`src/rtl/dot_product_accumulator_if.sv`:
```
// Term-in / result-out handshake bundle for dot_product_accumulator.
// The accumulator connects to the slave modport, and the term producer / result consumer connects to the master modport.
interface dot_product_accumulator_if #(
  parameter int BIT_WIDTH = 16,
  parameter int CNT_W     = 3
);
  logic                 term_valid;
  logic                 term_ready;
  logic [BIT_WIDTH-1:0] term_data;
  logic                 term_sub;
  logic                 out_valid;
  logic                 out_ready;
  logic [BIT_WIDTH-1:0] out_data;
  logic                 out_overflow;
  logic [CNT_W-1:0]     acc_count;

  modport master (
    output term_valid, term_data, term_sub, out_ready,
    input  term_ready, out_valid, out_data, out_overflow, acc_count
  );

  modport slave (
    input  term_valid, term_data, term_sub, out_ready,
    output term_ready, out_valid, out_data, out_overflow, acc_count
  );
endinterface

```
`src/rtl/dot_product_accumulator.sv`:
```
// Signed add/sub accumulator: sums VEC_LEN terms into one result with a sticky overflow flag.
// Optional macro ACC_SAT_EN saturates the accumulator on overflow instead of wrapping.
module dot_product_accumulator #(
  parameter int BIT_WIDTH = 16,
  parameter int VEC_LEN   = 4,
  parameter int CNT_W     = $clog2(VEC_LEN + 1)
) (
  input  logic                     clk,
  input  logic                     rst_n,
  input  logic                     clear,
  dot_product_accumulator_if.slave bus,
  output logic                     dbg_state
);

  // Handshakes: a transfer happens on a rising edge where valid and ready are
  // both high; the sender holds data stable while valid is high and not yet
  // accepted, and ready never depends on valid.
  typedef enum logic {ACCUM = 1'b0, HOLD = 1'b1} state_t;

  localparam logic [BIT_WIDTH-1:0] ACC_MAX = {1'b0, {(BIT_WIDTH-1){1'b1}}};
  localparam logic [BIT_WIDTH-1:0] ACC_MIN = {1'b1, {(BIT_WIDTH-1){1'b0}}};
  localparam int                   MSB     = BIT_WIDTH - 1;

  state_t               state_q, state_d;
  logic [BIT_WIDTH-1:0] acc_q, acc_d, sum;
  logic [CNT_W-1:0]     count_q;
  logic                 ovf_q, step_ovf;
  logic                 ready, accept, handoff, last_term;

  assign ready     = rst_n & ~clear & (state_q == ACCUM);
  assign accept    = ready & bus.term_valid;
  assign handoff   = (state_q == HOLD) & bus.out_ready;
  assign last_term = (count_q == CNT_W'(VEC_LEN - 1));

  always_comb begin
    sum      = bus.term_sub ? (acc_q - bus.term_data) : (acc_q + bus.term_data);
    step_ovf = 1'b0;
    if (bus.term_sub)
      step_ovf = (acc_q[MSB] != bus.term_data[MSB]) && (sum[MSB] != acc_q[MSB]);
    else
      step_ovf = (acc_q[MSB] == bus.term_data[MSB]) && (sum[MSB] != acc_q[MSB]);
    acc_d = sum;
`ifdef ACC_SAT_EN
    // Direction of the true (unbounded) result picks the rail.
    if (step_ovf)
      acc_d = (~acc_q[MSB] & (~bus.term_sub | bus.term_data[MSB])) ? ACC_MAX : ACC_MIN;
`endif
  end

  always_ff @(posedge clk or negedge rst_n) begin
    if (!rst_n) state_q <= ACCUM;
    else        state_q <= state_d;
  end

  always_comb begin
    state_d = state_q;
    case (state_q)
      ACCUM:   if (accept && last_term) state_d = HOLD;
      HOLD:    if (bus.out_ready)       state_d = ACCUM;
      default: state_d = ACCUM;
    endcase
    if (clear) state_d = ACCUM;
  end

  always_ff @(posedge clk or negedge rst_n) begin
    if (!rst_n) begin
      acc_q   <= '0;
      count_q <= '0;
      ovf_q   <= 1'b0;
    end else if (clear || handoff) begin
      acc_q   <= '0;
      count_q <= '0;
      ovf_q   <= 1'b0;
    end else if (accept) begin
      acc_q   <= acc_d;
      count_q <= count_q + CNT_W'(1);
      ovf_q   <= ovf_q | step_ovf;
    end
  end

  assign bus.term_ready   = ready;
  assign bus.out_valid    = (state_q == HOLD);
  assign bus.out_data     = acc_q;
  assign bus.out_overflow = ovf_q;
  assign bus.acc_count    = count_q;
  assign dbg_state        = state_q;

endmodule

```
`src/flat_wrapper.sv`:
```
// flat-port wrapper written by rule: the top's interface ports become plain ports
module dot_product_accumulator_flat 
#(
  parameter int BIT_WIDTH = 16,
  parameter int VEC_LEN   = 4,
  parameter int CNT_W     = $clog2(VEC_LEN + 1)
)
  (clk, rst_n, clear, dbg_state, bus_term_valid, bus_term_data, bus_term_sub, bus_out_ready, bus_term_ready, bus_out_valid, bus_out_data, bus_out_overflow, bus_acc_count);
  dot_product_accumulator_if #(.BIT_WIDTH(BIT_WIDTH), .CNT_W(CNT_W)) bus_i ();
  input  logic clk;
  input  logic rst_n;
  input  logic clear;
  output logic dbg_state;
  input wire logic [$bits(bus_i.term_valid)-1:0] bus_term_valid;
  input wire logic [$bits(bus_i.term_data)-1:0] bus_term_data;
  input wire logic [$bits(bus_i.term_sub)-1:0] bus_term_sub;
  input wire logic [$bits(bus_i.out_ready)-1:0] bus_out_ready;
  output wire logic [$bits(bus_i.term_ready)-1:0] bus_term_ready;
  output wire logic [$bits(bus_i.out_valid)-1:0] bus_out_valid;
  output wire logic [$bits(bus_i.out_data)-1:0] bus_out_data;
  output wire logic [$bits(bus_i.out_overflow)-1:0] bus_out_overflow;
  output wire logic [$bits(bus_i.acc_count)-1:0] bus_acc_count;
  assign bus_i.term_valid = bus_term_valid;
  assign bus_i.term_data = bus_term_data;
  assign bus_i.term_sub = bus_term_sub;
  assign bus_i.out_ready = bus_out_ready;
  assign bus_term_ready = bus_i.term_ready;
  assign bus_out_valid = bus_i.out_valid;
  assign bus_out_data = bus_i.out_data;
  assign bus_out_overflow = bus_i.out_overflow;
  assign bus_acc_count = bus_i.acc_count;
  dot_product_accumulator #(.BIT_WIDTH(BIT_WIDTH), .VEC_LEN(VEC_LEN), .CNT_W(CNT_W)) u_core (.clk(clk), .rst_n(rst_n), .clear(clear), .bus(bus_i), .dbg_state(dbg_state));
endmodule
```
`config.mk`:
```
export PLATFORM = sky130hd
export DESIGN_NAME = dot_product_accumulator_flat
export DESIGN_NICKNAME = d
export VERILOG_FILES = /design/src/rtl/dot_product_accumulator_if.sv /design/src/rtl/dot_product_accumulator.sv /design/src/flat_wrapper.sv
export SDC_FILE = /design/constraint.sdc
export NUM_CORES = 1
export LEC_CHECK = 0
export ABC_CLOCK_PERIOD_IN_PS = 2400
export CAP_MARGIN = 25
export CORE_MARGIN = 4
export CORE_UTILIZATION = 45
export DETAILED_ROUTE_END_ITERATION = 6
export HOLD_SLACK_MARGIN = 0.03
export PLACE_DENSITY = 0.81
export SYNTH_ARGS = -nofsm -noshare
export SYNTH_HDL_FRONTEND = slang
export SYNTH_SLANG_ARGS = --single-unit
```
`constraint.sdc`:
```
create_clock -name clk -period 2.4 [get_ports clk]
set_clock_uncertainty 0.15 [all_clocks]
set_input_delay 0.48 -clock clk [delete_from_list [all_inputs] [get_ports clk]]
set_output_delay 0.48 -clock clk [all_outputs]
set_load 0.01 [all_outputs]
```
### Word level (Yosys, flattened, before mapping)

Index checks and enable logic that the tools add are counted.

| word-level totals | value |
|---|---|
| input bits | 22 |
| output and inout port bits | 23 |
| word-level logic and storage cells | 35 |
| flip-flop bits (word level) | 21 |

| cells by class | value |
|---|---|
| $add $sub $neg | 3 |
| equal/unequal tests | 4 |
| bitwise operators | 7 |
| mux-type cells | 12 |
| reductions and logical operators | 5 |

Operators by type and width:

| kind | number |
|---|---|
| $mux 16 | 3 |
| $add 16x16->16 | 1 |
| $sub 16x16->16 | 1 |
| $mux 1 | 6 |
| $mux 3 | 2 |
| $and 1x1->1 | 4 |
| $add 3x1->3 const B | 1 |
| $eq 3x2->1 const B | 1 |
| $logic_and 1x1->1 | 3 |
| $ne 1x1->1 | 2 |
| $not 1->1 | 2 |
| $pmux 1 s2 | 1 |
| $reduce_bool 2->1 | 1 |
| $eq 1x1->1 | 1 |
| $logic_or 1x1->1 | 1 |
| $or 1x1->1 | 1 |

### Longest topological paths before layout

Gate-level depths: netlist of run 1.

| depth | value |
|---|---|
| depth in word-level cells | 8 |
| depth in mapped cells | 15 |

### Least setup slack after synthesis of run 1

No wires, ideal clock.

| path | value |
|---|---|
| path type | in2reg |
| from | input port bus_term_data[4] |
| to | register u_core.ovf_q (netlist: u_core.bus.out_overflow) |
| setup slack | -0.682 ns |
| arrival time | 2.811 ns |
| required time | 2.129 ns |
| cell stages on the path | 14 |
| buffers on the path | 1 |
| library setup time | 0.121 ns |
| cell sequence | nor2_1 nand2_1 nor3_1 a31oi_1 xnor2_1 ha_1 buf_6 a211oi_2 nor2_1 or4_4 o21ai_2 xnor2_2 xnor2_1 a22o_1 |

| between the ends | value |
|---|---|
| longest elaborated chain between the ends | 8 |
| elaborated cells on any way between the ends | 10 |
| those cells by class | add/sub (2); eq/ne (1); mux (4); bitwise (1); reduce/logical (2) |

RTL lines:

| item | line | text |
|---|---|---|
| from (decl) | flat_wrapper.sv:15 | `input wire logic [$bits(bus_i.term_data)-1:0] bus_term_data;` |
| $add 16x16->16 / $sub 16x16->16 (equally long branches) | dot_product_accumulator.sv:36 | `sum = bus.term_sub ? (acc_q - bus.term_data) : (acc_q + bus.term_data);` |
| $mux 16 (*) | dot_product_accumulator.sv:36 |  |
| $ne 1x1->1 (*) | dot_product_accumulator.sv:39, dot_product_accumulator.sv:41 |  |
| $logic_and 1x1->1, on equally long branches | dot_product_accumulator.sv:41, dot_product_accumulator.sv:39 |  |
| $mux 1 (*) | dot_product_accumulator.sv:38 | `if (bus.term_sub)` |
| $or 1x1->1 (*) | dot_product_accumulator.sv:77 | `ovf_q <= ovf_q \| step_ovf;` |
| $mux 1 (*) | dot_product_accumulator.sv:74 | `end else if (accept) begin` |
| $mux 1 (*) | dot_product_accumulator.sv:70 | `end else if (clear \|\| handoff) begin` |
| to (signal assigned) | dot_product_accumulator.sv:77 |  |
| to (decl) | dot_product_accumulator.sv:27 | `logic ovf_q, step_ovf;` |

Every way passes the cells marked *; elsewhere a longest branch is shown, timed or not. The select of a mux whose other input is x is not followed.
A chain may end at the register's enable or synchronous reset.

### Worst setup path in the final report of run 1

| path | value |
|---|---|
| from | input port bus_term_data[3] |
| to | register u_core.ovf_q (netlist: u_core.bus.out_overflow) |

Same word-level chain as after synthesis.

==> flow_metrics.tcl, run 1 <==
set metrics [dict create \
    outcome "finished, violations left" \
    violations "setup timing" \
    rows 23 \
    syn_to_final_growth_pct 79.55 \
    clock.fmax_mhz 321.1 \
    fin_ws_ps -713.8 \
    rsz0062_at_grt "yes" \
    avgSynthCellArea_sq_um 8.526 \
    r2r-start "u_core.bus.out_data[0]$_DFFE_PN0P_" \
    drt_pass1_iterations 5 \
    grtUsageTotal_pct 25.41 \
    hold_ws_ps 384.2 \
    die_h_microns 73.44 \
    nFillCells 203 \
    cp-start-kind "input pin" \
    ys_top_cells_by_area "dfrtp_1 (27%), ha_1 (12%), xnor2_1 (9.1%)" \
    drive_gt1_share_pct 45.80 \
    initial_utilization_pct 47.49 \
    min_path_type "flop to flop" \
    relSlewSlack_pct 73.30 \
    endpoint_kind "flop" \
    cellLeakagePower_nw 1.581 \
    antenna_found_initial 0 \
    critPathLaunch "bus_term_data[3]" \
    path_class "input pin to flop" \
    async_flop_share_pct 100.0 \
    synth_top_cell_area_share_pct 27.27 \
    ir_drop_v 0.0005387 \
    h-tree-depth 1 \
    crit_end "u_core.bus.out_overflow$_DFFE_PN0P_" \
    fin_crit_sh_pct 129.7 \
    wl_per_cell_microns 20.57 \
    path_buf_inv 2 \
    drv_cap 0 \
    syn_nets 267 \
    cp_num_cells 14 \
    dpl.hpwl_microns 4513 \
    finalHoldViolations 0 \
    maxSlewViolCount 0 \
    nets 387 \
    die_x_microns 73.44 \
    cts.path.max_buffers 2 \
    ys_seq_area_share_pct 27.27 \
    r2r_cells 11 \
    drc_errors 0 \
    tightest_slew_ps 399.5 \
    slowest_delay_ps 520 \
    r2r_end "u_core.bus.out_data[12]$_DFFE_PN0P_" \
    syn-instance-count 226 \
    synth-edff-count 0 \
    power_mw 1.746 \
    cts.clk_slew.worst_paths_ps 90 \
    cts_tree "built" \
    io_pins 45 \
    core_area_sq_um 4058 \
    cts_buffers 3 \
    postRouteAntennaNets 0 \
    gp_congestion 0.9202 \
    antennaDiodeCount 0 \
    grt_pass1_vias 2319 \
    die_area_sq_um 5393 \
    synth_seq_cells 21 \
    path_common_cell "xnor2_1" \
    yosys_most_used_dff "dfrtp_1" \
    reg2reg_setup_slack_ps -210 \
    layout_min_cycle_time_ps 3114 \
    synth_top_area_cell "dfrtp_1" \
    grt_max_degree 22 \
    root_buffer "clkbuf_8" \
    crit_slowest_cell "or4_4" \
    crit_path_cell_trace "buf_8 -> buf_6 -> nor4_4 -> and4b_2 -> a21oi_2 -> xnor2_1 -> ha_2 -> a211oi_2 -> nor2_2 -> or4_4 -> o21ai_4 -> xnor2_2 -> xnor2_1 -> a22o_1" \
    finalSetupViolCount 12 \
    cts.sinks 21 \
    port_buffers 44 \
    yosys-top-cells-count "dfrtp_1 (21), xnor2_1 (20), nand3_1 (19)" \
    crit_family "simple AND/OR/NAND/NOR gates" \
    cp.arrival_ps 3130 \
    powerDensity_nw_per_um2 504.6 \
    grt_pass1_wl_microns 10560 \
    synth_most_common_cell "dfrtp_1" \
    critical_path_required_ps 2420 \
    yosysUniqueCellTypes 47 \
    wirelength_microns 8126 \
    via_per_inst 5.868 \
    via_count 2318 \
    cp_max_fo 3 \
    syn-cell-area_sq_um 1927 \
    grt_overflow 0 \
    clock_latency_ps 270 \
    initialDrtViolationCount 193 \
    ys_warn_count 0 \
]
-- kinds of logic (layout without fill, tap and decap cells) --
family                   after synthesis  count (layout)  synth area share, %
AND/OR/NAND/NOR                       70              70                19.55
AO/OA/AOI/OAI                         63              63                20.13
XOR/XNOR                              30              30                14.03
flip-flops                            21              21                27.27
buffers and inverters                 21             140                5.195
adder cells (fa/ha/maj)               19              19                12.73
multiplexers                           2               2                1.104
-- report_power, final --
group          switching (mW)  internal, mW
Sequential             0.0417         0.388
Combinational           0.499         0.566
Clock                   0.135         0.116
Total                   0.675          1.07
-- registers in the layout, indices dropped and copies added (netlist names) --
name	cells
u_core.bus.out_data	16
u_core.bus.acc_count	3
u_core.bus.out_overflow	1
u_core.bus.out_valid	1
-- area by class of cell --
class                           instances  area, sq um  area share [%]
Tap cell                               50        62.56           1.808
Sequential cell                        21        525.5           15.19
Inverter                               10        62.56           1.808
Clock buffer                            3        41.29           1.193
Timing Repair Buffer                  126         1111           32.12
Clock inverter                          1        5.005          0.1447
Multi-Input combinational cell        184         1652           47.74
-- worst min path at each step --
stage               slack (ps)                           startpoint                             endpoint  cells after the start
finish                     380  u_core.bus.acc_count[0]$_DFFE_PN0P_  u_core.bus.acc_count[0]$_DFFE_PN0P_                      1
global route               420  u_core.bus.out_overflow$_DFFE_PN0P_  u_core.bus.out_overflow$_DFFE_PN0P_                      1
detailed placement         370  u_core.bus.out_overflow$_DFFE_PN0P_  u_core.bus.out_overflow$_DFFE_PN0P_                      1
global placement           350  u_core.bus.out_overflow$_DFFE_PN0P_  u_core.bus.out_overflow$_DFFE_PN0P_                      1
floorplan                   30                                rst_n  u_core.bus.acc_count[0]$_DFFE_PN0P_                      0
CTS                        390  u_core.bus.acc_count[0]$_DFFE_PN0P_  u_core.bus.acc_count[0]$_DFFE_PN0P_                      1
-- what timing repair did --
action                                 in CTS  in global routing
hold buffers                                0                  0
setup buffers                              13                  9
gates cloned                                0                  0
gates resized for setup                    55                 59
setup endpoints to repair                  15                 12
endpoints found under the hold margin       0                  0
pin swaps                                  32                 53
-- through the flow --
stage,TNS (ps),std cells,utilization [%],area [sq um],worst slack (ps)
CTS,-5315,389,79.37,3221,-771.1
finish,-5566,395,85.26,3460,-713.8
floorplan,-2334,226,-,2098,-574.6
global placement,-12640,372,73.17,2969,-1243
detailed placement,-13610,372,73.17,2969,-1321
global route,-6348,395,85.26,3460,-766.8
-- metal layers --
| layer | up-vias | share of wire, % | global-route usage [%] |
|---|---|---|---|
| li1 | 1051 | - | - |
| met4 | 0 | 6.7 | 11.07 |
| met2 | 133 | 51 | 47.27 |
| met5 | - | 0 | 0 |
| met3 | 44 | 6.4 | 5.335 |
| met1 | 1090 | 36 | 27.36 |
-- cells in the final DEF (no fill, tap or decap), types with 2 or more instances in the layout --
cell,n
xnor2_2,6
nand2_1,7
ha_1,13
dfrtp_1,21
nor2_2,4
nor2_1,8
buf_12,3
inv_1,7
ha_4,4
buf_4,69
a21o_1,7
clkdlybuf4s50_1,30
a21oi_4,2
a21oi_2,8
xnor2_1,15
nand2_2,4
xor2_1,9
dlygate4sd2_1,6
nand4_1,2
nor3_1,2
nor4_4,2
a21oi_1,8
nand3_1,19
nor2b_4,2
buf_6,12
o21ai_4,2
nor2_4,5
buf_2,3
o21ai_0,8
o21ai_1,10
clkbuf_8,3
nor3_4,3
a31oi_1,2
o21ai_2,4
nor3b_1,2
Note: power is estimated with default switching activity, not from simulation.
==> run 2, diff against run 1 <==
GPL_ROUTABILITY_DRIVEN = 0   (was unset)
SLEW_MARGIN = 10   (was unset)
==> flow_metrics.tcl, run 2 (synthesis gave the netlist of run 1 again) <==
set metrics [dict create \
    outcome "finished, violations left" \
    violations "DRC, setup timing" \
    wl_met3_microns 644 \
    dp.cells 372 \
    layout_min_cycle_time_ps 3153 \
    largest_reg_flops 16 \
    grt_pass1_vias 2361 \
    top_layer "met4" \
    cellLeakagePower_nw 1.664 \
    rows 23 \
    cp.arrival_ps 3170 \
    wirelength_microns 8865 \
    dpl.hpwl_microns 4602 \
    met2_length_microns 4437 \
    cp_num_cells 14 \
    syn_to_final_growth_pct 88.05 \
    nets 397 \
    cts.path.max_buffers 2 \
    layout_common_cells "buf_4 (75), clkdlybuf4s50_1 (29), dfrtp_1 (21), nand3_1 (19), buf_6 (17)" \
    cts_tree "built" \
    core_area_sq_um 4058 \
    r2r-start "u_core.bus.out_data[0]$_DFFE_PN0P_" \
    wl_met1_microns 3062 \
    drc_errors 1 \
    holdBufCountCts 0 \
    drt_pass1_iterations 7 \
    tightest_slew_ps 350.3 \
    antennaDiodeCount 0 \
    via_count 2464 \
    endpoint_kind "flop" \
    cp-start-kind "input pin" \
    clock_latency_ps 270 \
    crit_path_cell_trace "buf_6 -> buf_6 -> nor4_4 -> and4b_2 -> a21oi_2 -> xnor2_2 -> ha_1 -> o21ai_1 -> nor2_1 -> or4_4 -> o21ai_4 -> xnor2_2 -> xnor2_1 -> a22o_1" \
    root_buffer "clkbuf_8" \
    pwr-share-clk_pct 13.4 \
    crit_family "simple AND/OR/NAND/NOR gates" \
    swShare_pct 39.08 \
    wl_per_cell_microns 21.89 \
    clock.fmax_mhz 317.1 \
    cp_max_fo 2 \
    finalSetupViolCount 12 \
    rsz0062_at_grt "yes" \
    initialDrtViolationCount 176 \
    slowest_delay_ps 450 \
    reg2reg_setup_slack_ps -170 \
    switchingPower_mw 0.7187 \
    seq_power_share_pct 23.4 \
    grt_pass1_wl_microns 10860 \
    cts_buffers 3 \
    via_per_inst 6.084 \
    postRouteAntennaNets 0 \
    fin_crit_sh_pct 131.4 \
    path_buf_inv 2 \
    die_x_microns 73.44 \
    crit_end "u_core.bus.out_overflow$_DFFE_PN0P_" \
    relSlewSlack_pct 76.55 \
    fin_ws_ps -753.4 \
    critical_path_required_ps 2420 \
    p_int_mw 1.121 \
    io_pins 45 \
    powerDensity_nw_per_um2 507.6 \
    path_class "input pin to flop" \
    hold_ws_ps 382.0 \
    grt_overflow 0 \
    maxSlewViolCount 0 \
    cts.clk_slew.worst_paths_ps 80 \
    crit_slowest_cell "or4_4" \
    ir_drop_v 0.0005352 \
    antenna_found_initial 0 \
    min_path_type "flop to flop" \
    critPathLaunch "bus_term_data[3]" \
    layout_commonest_cell "buf_4" \
    port_buffers 44 \
    combPwrFrac_pct 63.2 \
    initial_utilization_pct 47.49 \
    finalHoldViolations 0 \
    die_h_microns 73.44 \
    r2r_end "u_core.bus.out_data[14]$_DFFE_PN0P_" \
    grtUsageTotal_pct 25.98 \
    r2r_cells 11 \
    final_cells 405 \
    die_area_sq_um 5393 \
    h-tree-depth 1 \
    cts.sinks 21 \
    grt_max_degree 22 \
    drive_gt1_share_pct 49.58 \
    drv_cap 0 \
]
==> run 2: how the worst min path moves through the flow <==
stage          slack, ps                             endpoint                                start  cells after the start
2_1_floorplan         30  u_core.bus.acc_count[0]$_DFFE_PN0P_                                rst_n                      0
3_3_place_gp         360  u_core.bus.out_overflow$_DFFE_PN0P_  u_core.bus.out_overflow$_DFFE_PN0P_                      1
3_5_place_dp         360  u_core.bus.out_overflow$_DFFE_PN0P_  u_core.bus.out_overflow$_DFFE_PN0P_                      1
4_1_cts              380  u_core.bus.out_overflow$_DFFE_PN0P_  u_core.bus.out_overflow$_DFFE_PN0P_                      1
5_1_grt              400  u_core.bus.out_overflow$_DFFE_PN0P_  u_core.bus.out_overflow$_DFFE_PN0P_                      1
6_report             380  u_core.bus.out_overflow$_DFFE_PN0P_  u_core.bus.out_overflow$_DFFE_PN0P_                      1
==> run 2: final cells by class <==
cell class | count | area (sq um)
Multi-Input combinational cell | 184 | 1732
Fill cell | 167 | 434.2
Timing Repair Buffer | 136 | 1200
Inverter | 10 | 57.56
Clock buffer | 3 | 41.29
Clock inverter | 1 | 5.005
Sequential cell | 21 | 525.5
Tap cell | 50 | 62.56
==> run 2: worst reg2reg max path, cell delays in order (launching register included) <==
cell and delay, ps:
dfrtp_1 350, inv_1 60, ha_1 230, fa_2 380, nor2b_2 140, o21ai_2 90
a21oi_2 200, o211ai_1 200, buf_4 190, o21ba_4 210, mux2i_1 140, o311ai_1 110
==> run 2: timing repair <==
action | 4_1_cts | 5_1_grt
pin swaps | 44 | 54
buffers inserted | 12 | 19
gates resized for setup | 72 | 51
setup endpoints to repair | 15 | 13
cloned | 0 | 1
==> run 2: metrics by stage <==
stage / power (mW) / util (%) / setup WS (ps) / area [sq um] / TNS [ps]
floorplan: 0.8702 / - / -574.6 / 2098 / -2334
global placement: 1.221 / 73.48 / -1292 / 2982 / -12710
detailed placement: 1.252 / 73.48 / -1298 / 2982 / -13760
CTS: 1.589 / 79.90 / -667.1 / 3242 / -4793
global route: 1.906 / 89.30 / -834.0 / 3623 / -6033
finish: 1.839 / 89.30 / -753.4 / 3623 / -5334
==> run 2: metal layers <==
metal | up-vias | track usage (%)
met5 | - | 0
met3 | 69 | 4.925
met1 | 1170 | 27.69
li1 | 1065 | -
met2 | 160 | 50.15
met4 | 0 | 9.054
==> run 2: power by group through the flow <==
stage / logic [mW] / registers [mW] / clock network (mW)
after floorplan: 0.431 / 0.439 / 0
after CTS: 0.920 / 0.422 / 0.246
after global routing: 1.21 / 0.434 / 0.258
final: 1.16 / 0.430 / 0.246
after detailed placement: 0.823 / 0.429 / 0
after global placement: 0.794 / 0.427 / 0
